File: src/rtl/alu_ctrl_exec.sv
// alu_ctrl_exec: ALU control decode + execute stage.
//   Decodes {alu_op, funct7, funct3} into a 4-bit control code and executes it
//   on op_a/op_b. Logic/arith ops finish in one cycle, shifts iterate
//   SHIFT_STEP bits per cycle. Result handed off over a valid/ready pair.
// Optional feature macro: ALU_MUL_EN (adds iterative shift-add multiply, code 1010).
// Ports:
//   clk, rst_n          clock, asynchronous active-low reset
//   in_valid/in_ready   request handshake (in_ready high only while idle)
//   alu_op/funct7/funct3 instruction decode fields
//   op_a/op_b           operands (shift amount = op_b[$clog2(XLEN)-1:0])
//   out_valid/out_ready result handshake
//   result/zero/illegal/alu_ctl  registered result, zero flag, decode error, code
`timescale 1ns/1ps
module alu_ctrl_exec #(
    parameter int unsigned XLEN       = 64,
    parameter int unsigned SHIFT_STEP = 1
) (
    input  logic            clk,
    input  logic            rst_n,
    input  logic            in_valid,
    output logic            in_ready,
    input  logic [1:0]      alu_op,
    input  logic [6:0]      funct7,
    input  logic [2:0]      funct3,
    input  logic [XLEN-1:0] op_a,
    input  logic [XLEN-1:0] op_b,
    output logic            out_valid,
    input  logic            out_ready,
    output logic [XLEN-1:0] result,
    output logic            zero,
    output logic            illegal,
    output logic [3:0]      alu_ctl
);

    localparam int unsigned SW = $clog2(XLEN);
    // One extra bit so the counter can hold XLEN and compare against SHIFT_STEP.
    localparam int unsigned AW = SW + 1;

    localparam logic [3:0] CTL_AND  = 4'b0000;
    localparam logic [3:0] CTL_OR   = 4'b0001;
    localparam logic [3:0] CTL_ADD  = 4'b0010;
    localparam logic [3:0] CTL_XOR  = 4'b0011;
    localparam logic [3:0] CTL_SLL  = 4'b0100;
    localparam logic [3:0] CTL_SRL  = 4'b0101;
    localparam logic [3:0] CTL_SUB  = 4'b0110;
    localparam logic [3:0] CTL_SRA  = 4'b0111;
    localparam logic [3:0] CTL_SLT  = 4'b1000;
    localparam logic [3:0] CTL_SLTU = 4'b1001;
`ifdef ALU_MUL_EN
    localparam logic [3:0] CTL_MUL  = 4'b1010;
`endif
    localparam logic [3:0] CTL_ILL  = 4'b1111;

`ifdef ALU_MUL_EN
    typedef enum logic [1:0] {S_IDLE, S_SHIFT, S_DONE, S_MUL} state_t;
`else
    typedef enum logic [1:0] {S_IDLE, S_SHIFT, S_DONE} state_t;
`endif

    state_t          state, state_d;
    logic [XLEN-1:0] acc, acc_d;
    logic [AW-1:0]   rem, rem_d;
    logic [XLEN-1:0] result_d;
    logic            zero_d, illegal_d, out_valid_d, in_ready_d;
    logic [3:0]      alu_ctl_d;
`ifdef ALU_MUL_EN
    logic [XLEN-1:0] aux, aux_d;
    logic [XLEN-1:0] prod, prod_d;
    logic [XLEN-1:0] prod_next;
`endif

    logic [3:0]      dec_ctl;
    logic [XLEN-1:0] single_res;
    logic            dec_shift;
    logic            dec_mul;
    logic            fire;
    logic [AW-1:0]   step_amt;
    logic [AW-1:0]   rem_next;
    logic [XLEN-1:0] shifted;

    // funct3 row shared by R-type (funct7=0) and I-type.
    function automatic logic [3:0] base_dec(input logic [2:0] f3, input logic arith);
        logic [3:0] c;
        case (f3)
            3'b000:  c = CTL_ADD;
            3'b001:  c = CTL_SLL;
            3'b010:  c = CTL_SLT;
            3'b011:  c = CTL_SLTU;
            3'b100:  c = CTL_XOR;
            3'b101:  c = arith ? CTL_SRA : CTL_SRL;
            3'b110:  c = CTL_OR;
            default: c = CTL_AND;
        endcase
        return c;
    endfunction

    // Control decode.
    always_comb begin
        dec_ctl = CTL_ILL;
        case (alu_op)
            2'b00: dec_ctl = CTL_ADD;
            2'b01: dec_ctl = CTL_SUB;
            2'b10: begin
                case (funct7)
                    7'b0000000: dec_ctl = base_dec(funct3, 1'b0);
                    7'b0100000: begin
                        if (funct3 == 3'b000)      dec_ctl = CTL_SUB;
                        else if (funct3 == 3'b101) dec_ctl = CTL_SRA;
                        else                       dec_ctl = CTL_ILL;
                    end
`ifdef ALU_MUL_EN
                    7'b0000001: dec_ctl = (funct3 == 3'b000) ? CTL_MUL : CTL_ILL;
`endif
                    default:    dec_ctl = CTL_ILL;
                endcase
            end
            default: dec_ctl = base_dec(funct3, funct7[5]);
        endcase
    end

    assign dec_shift = (dec_ctl == CTL_SLL) || (dec_ctl == CTL_SRL) || (dec_ctl == CTL_SRA);
`ifdef ALU_MUL_EN
    assign dec_mul   = (dec_ctl == CTL_MUL);
`else
    assign dec_mul   = 1'b0;
`endif
    assign fire      = in_valid && in_ready;

    // Single-cycle execute; illegal (and anything unlisted) yields zero.
    always_comb begin
        single_res = '0;
        case (dec_ctl)
            CTL_ADD:  single_res = op_a + op_b;
            CTL_SUB:  single_res = op_a - op_b;
            CTL_AND:  single_res = op_a & op_b;
            CTL_OR:   single_res = op_a | op_b;
            CTL_XOR:  single_res = op_a ^ op_b;
            CTL_SLT:  single_res = XLEN'($signed(op_a) < $signed(op_b));
            CTL_SLTU: single_res = XLEN'(op_a < op_b);
            default:  single_res = '0;
        endcase
    end

    // One shift step of min(remaining, SHIFT_STEP) bits on the working value.
    always_comb begin
        step_amt = (rem < AW'(SHIFT_STEP)) ? rem : AW'(SHIFT_STEP);
        rem_next = rem - step_amt;
        case (alu_ctl)
            CTL_SLL: shifted = acc << step_amt;
            CTL_SRA: shifted = $signed(acc) >>> step_amt;
            default: shifted = acc >> step_amt;
        endcase
    end

`ifdef ALU_MUL_EN
    assign prod_next = aux[0] ? (prod + acc) : prod;
`endif

    // Next-state and output logic.
    always_comb begin
        state_d     = state;
        acc_d       = acc;
        rem_d       = rem;
        result_d    = result;
        zero_d      = zero;
        illegal_d   = illegal;
        alu_ctl_d   = alu_ctl;
        out_valid_d = out_valid;
        in_ready_d  = in_ready;
`ifdef ALU_MUL_EN
        aux_d       = aux;
        prod_d      = prod;
`endif
        case (state)
            S_IDLE: begin
                if (fire) begin
                    alu_ctl_d  = dec_ctl;
                    illegal_d  = 1'b0;
                    in_ready_d = 1'b0;
                    if (dec_shift) begin
                        acc_d = op_a;
                        rem_d = AW'(op_b[SW-1:0]);
                        if (op_b[SW-1:0] == '0) begin
                            // Zero shift amount completes immediately.
                            result_d    = op_a;
                            zero_d      = (op_a == '0);
                            out_valid_d = 1'b1;
                            state_d     = S_DONE;
                        end else begin
                            state_d = S_SHIFT;
                        end
                    end else if (dec_mul) begin
`ifdef ALU_MUL_EN
                        acc_d   = op_a;
                        aux_d   = op_b;
                        prod_d  = '0;
                        rem_d   = AW'(XLEN);
                        state_d = S_MUL;
`endif
                    end else begin
                        result_d    = single_res;
                        zero_d      = (single_res == '0);
                        illegal_d   = (dec_ctl == CTL_ILL);
                        out_valid_d = 1'b1;
                        state_d     = S_DONE;
                    end
                end
            end
            S_SHIFT: begin
                acc_d = shifted;
                rem_d = rem_next;
                if (rem_next == '0) begin
                    result_d    = shifted;
                    zero_d      = (shifted == '0);
                    out_valid_d = 1'b1;
                    state_d     = S_DONE;
                end
            end
`ifdef ALU_MUL_EN
            // Shift-add: multiplicand moves left, multiplier right, one bit per cycle.
            S_MUL: begin
                prod_d = prod_next;
                acc_d  = acc << 1;
                aux_d  = aux >> 1;
                rem_d  = rem - AW'(1);
                if (rem == AW'(1)) begin
                    result_d    = prod_next;
                    zero_d      = (prod_next == '0);
                    out_valid_d = 1'b1;
                    state_d     = S_DONE;
                end
            end
`endif
            S_DONE: begin
                if (out_ready) begin
                    out_valid_d = 1'b0;
                    in_ready_d  = 1'b1;
                    state_d     = S_IDLE;
                end
            end
            default: begin
                out_valid_d = 1'b0;
                in_ready_d  = 1'b1;
                state_d     = S_IDLE;
            end
        endcase
    end

    // State register.
    always_ff @(posedge clk or negedge rst_n) begin
        if (!rst_n) state <= S_IDLE;
        else        state <= state_d;
    end

    // Datapath and output registers.
    always_ff @(posedge clk or negedge rst_n) begin
        if (!rst_n) begin
            acc       <= '0;
            rem       <= '0;
            result    <= '0;
            zero      <= 1'b0;
            illegal   <= 1'b0;
            alu_ctl   <= 4'b0000;
            out_valid <= 1'b0;
            in_ready  <= 1'b1;
`ifdef ALU_MUL_EN
            aux       <= '0;
            prod      <= '0;
`endif
        end else begin
            acc       <= acc_d;
            rem       <= rem_d;
            result    <= result_d;
            zero      <= zero_d;
            illegal   <= illegal_d;
            alu_ctl   <= alu_ctl_d;
            out_valid <= out_valid_d;
            in_ready  <= in_ready_d;
`ifdef ALU_MUL_EN
            aux       <= aux_d;
            prod      <= prod_d;
`endif
        end
    end

endmodule

File: config.mk
export PLATFORM = sky130hd
export DESIGN_NAME = alu_ctrl_exec
export DESIGN_NICKNAME = d
export VERILOG_FILES = /design/src/rtl/alu_ctrl_exec.sv
export SDC_FILE = /design/constraint.sdc
export NUM_CORES = 1
export LEC_CHECK = 0
export ABC_AREA = 0
export BUFFER_PORTS_ARGS = -buffer_cell sky130_fd_sc_hd__buf_2
export CELL_PAD_IN_SITES_DETAIL_PLACEMENT = 2
export CELL_PAD_IN_SITES_GLOBAL_PLACEMENT = 2
export CORE_MARGIN = 4
export CORE_UTILIZATION = 30
export CTS_BUF_LIST = sky130_fd_sc_hd__clkbuf_8
export DETAILED_ROUTE_END_ITERATION = 6
export PLACE_DENSITY_LB_ADDON = 0.1
export SETUP_SLACK_MARGIN = 0.5
export SYNTH_ARGS = -nofsm -noshare
export SYNTH_HDL_FRONTEND = slang
export SYNTH_SLANG_ARGS = --single-unit
File: constraint.sdc
create_clock -name clk -period 6.9 [get_ports clk]
set_clock_uncertainty 0.2 [all_clocks]
set_input_delay 0.345 -clock clk [delete_from_list [all_inputs] [get_ports clk]]
set_output_delay 0.345 -clock clk [all_outputs]
set_load 0.02 [all_outputs]
==> results.yml <==
run_status:
  status: "finished, final reports clean"
routing:
  dr.pass1.iters: 5
  wl_per_cell_um: 34.4
  via_per_inst: 6.51
  drt_iter0_markers: 2800
  drt-total-wl_mm: 142
  ant_nets: 0
  routed-via-count: 26900
  drc: 0
grt:
  grt_pass1_vias: 26900
  antenna_found_initial: 5
  grt_max_degree: 110
  grt_pass1_wl_mm: 201
  grt.overflow.total: 0
  grt.total_usage_pct: 36.6
clocking:
  cts_root_buffer: "clkbuf_8"
  numCtsBuffers: 17
  cts.reportedPaths.clkPinSlew_ps: 100
  clockBufferDepth: 2
  worstSkewPairLatency_ps: 510
  clock-sinks: 145
  htree_levels: 4
  cts_tree: "yes"
timing:
  slew_headroom_pct: 14.8
  finalCritPeriodShare_pct: 93.1
  fin_crit_ps: 6420
  fmax_ghz: 0.156
  worst_slew_pin_slew_ps: 1250
  finalMaxSlewViolations: 0
  hold_violations: 0
  tns_ps: 0
  rsz0062_at_grt: "no"
  setup_viol: 0
min_path:
  hp-class: "in -> reg"
setup_path:
  worst-path-buf-inv: 4
  required_ps: 7100
  path_cells: "dlygate4sd3_1 > buf_2 > inv_1 > ha_1 > nand2_1 > nor4_1 > a211oi_1 > a211oi_1 > a21oi_1 > buf_4 > o31ai_1 > a311oi_1 > mux2_2 > a22oi_2 > o2111ai_1 > nor4_1 > nand4_1 > o41ai_2"
  crit_family: "compound AO/OA/AOI/OAI gates"
  slowest_stage: "nor4_1"
  start_kind: "primary input"
  crit_path_max_fanout: 10
  arrival_ps: 6630
  cpPeakStageDelay_ps: 810
  setup.worst_path.class: "in -> reg"
  critPathCaptureType: "register"
die:
  die-height_um: 273
  die-area_mm2: 0.0744
  initial_utilization_pct: 30.5
  rows: 96
  pin_count: 216
  core_area_mm2: 0.0691
  die_w_um: 273
finish:
  nets: 3534
  fill_cells: 8375
  final_common_cell: "nand2_1"
  drive_gt1_share_pct: 12.3
  area_delta_synth_final_pct: 12.6
  layout_common_cells: "nand2_1, nor2_1, a21oi_1, buf_2, inv_1"
  stdcell_area_mm2: 0.0237
yosys:
  synth_edf_count: 0
  yosysSeqAreaShare_pct: 17.3
  synth_nets: 3429
  yosys_warnings: 0
  avgSynthCellArea_um2: 6.81
  synthArstFlopShare_pct: 100
  yosysTopAreaCell: "dfrtp_1"
  synthCells: 3088
  synth_top_flop_cell: "dfrtp_1"
  synth.area.top_cells: "dfrtp_1, ha_1, nand2_1, a21oi_1, nor2_1"
  synth_top_area_share_pct: 17.1
  synth_seq_cells: 145
  synth_area_mm2: 0.0210
  ys_types: 97
placed_design:
  dp_hpwl_mm: 113
  placed_area_mm2: 0.0231
  port_buffers: 215
  gp_congestion: 1.00
flow_run:
  maxCapViolations: 0
power_and_ir_drop:
  powerDensity_mw_per_mm2: 144
  vdd_drop_max_mv: 0.0935
  p_leak_nw: 10.7
[layout make-up]
class	count	area, um2	area share (%)
well taps	931	1160	4.92
diodes	3	7.51	0.0317
flip-flops and latches	145	3630	15.3
multi-input cells	2527	16000	67.4
inverters	207	777	3.28
repair buffers	295	1760	7.42
clock inverters	15	161	0.681
clock buffers	17	234	0.988
[final timing paths]
| kind | cells after the start | start | end | slack [ps] |
|---|---|---|---|---|
| worst max-delay path | 18 | op_a[6] | zero | 480 |
| worst min-delay path | 3 | op_a[38] | acc[38] | 30 |
| worst max register to register | 14 | rem[1] | zero | 770 |
| worst min register to register | 1 | result[55] | result[55] | 280 |
| max in group asynchronous | 3 | rst_n | result[62] | 4730 |
| min in group asynchronous | 2 | rst_n | rem[6] | 270 |
[per-stage QoR]
stage / cells / setup WS, ps / hold WS, ps / power, W / utilization, %
finish: 4140 / 478 / 32.1 / 0.00341 / 34.3
global route: 4138 / 504 / 15.4 / 0.00353 / 34.3
detailed placement: 4090 / 476 / 265 / 0.00261 / 33.5
global placement: 4090 / 495 / 256 / 0.00258 / 33.5
floorplan: 3088 / 2050 / -151 / 0.00180 / -
CTS: 4137 / 547 / 3.30 / 0.00335 / 34.3
[cell families (layout without fill, tap and decap cells)]
family | count (synthesis) | in the layout | share of synthesized area, %
muxes | 38 | 38 | 1.86
buffers and inverters | 416 | 534 | 7.61
adders and majority gates | 198 | 198 | 11.8
xor gates and xnor gates | 27 | 27 | 1.12
other | 0 | 3 | 0
AOI/OAI and AO/OA | 1127 | 1127 | 35.6
DFF | 145 | 145 | 17.3
and+or+nand+nor | 1137 | 1137 | 24.7
[synthesized netlist by cell type (8+ instances only)]
| master | count |
|---|---|
| a2111oi_0 | 15 |
| a211o_1 | 9 |
| a211oi_1 | 99 |
| a21boi_0 | 16 |
| a21o_1 | 47 |
| a21oi_1 | 303 |
| a221oi_1 | 23 |
| a22oi_1 | 13 |
| a31oi_1 | 71 |
| a32oi_1 | 16 |
| and2_1 | 15 |
| and3_1 | 16 |
| and4_1 | 8 |
| buf_1 | 22 |
| buf_2 | 23 |
| clkbuf_1 | 162 |
| dfrtp_1 | 144 |
| ha_1 | 195 |
| inv_1 | 206 |
| mux2_2 | 9 |
| mux2i_1 | 29 |
| nand2_1 | 424 |
| nand2b_1 | 19 |
| nand3_1 | 81 |
| nand4_1 | 46 |
| nor2_1 | 318 |
| nor2b_1 | 31 |
| nor3_1 | 63 |
| nor4_1 | 49 |
| o2111ai_1 | 12 |
| o211a_1 | 10 |
| o211ai_1 | 58 |
| o21a_1 | 23 |
| o21ai_0 | 191 |
| o21bai_1 | 30 |
| o221ai_1 | 8 |
| o22ai_1 | 12 |
| o31a_1 | 9 |
| o31ai_1 | 60 |
| o32ai_1 | 19 |
| or2_2 | 15 |
| or3_1 | 16 |
| or4_1 | 11 |
| xnor2_1 | 25 |
[sequential cells by signal (all words and copies together) (netlist names)]
| name | count |
|---|---|
| rem | 7 |
| in_ready | 1 |
| illegal | 1 |
| zero | 1 |
| alu_ctl | 4 |
| state | 2 |
| acc | 64 |
| out_valid | 1 |
| result | 64 |
[worst reg2reg max path: stages, from the launching register on]
cell	delay (ps)
dfrtp_1	440
or3_1	420
or2_2	330
or4_4	730
nand2b_1	230
ha_1	220
o2111ai_1	130
a22oi_2	570
nand2_4	100
a2111oi_0	1100
and4_1	350
nand3_1	160
nor4_1	650
nand4_1	190
o41ai_2	220
[per-layer routing]
layer  up-vias  GRT usage, %  routed length, um
met5         -             0                 30
met1     14100          52.1              65100
met3       211          4.90               9630
li1      11500             -                  -
met2      1138          57.4              62500
met4         4          11.3               5170
[report_power, final]
group	internal (W)	leakage, nW	switching, W
registers	0.000849	1.87	0
logic	0.000506	8.62	0.00132
clock network	0.000325	0.194	0.000413
total	0.00168	10.7	0.00173
[timing repair]
item / in CTS / in global routing
gates resized for setup: 0 / 3
endpoints found under the hold margin: 93 / 0
buffers inserted: 0 / 0
hold buffers: 15 / 0
setup endpoints to repair: 0 / 1
No activity file was read; power rests on OpenSTA's default activity.
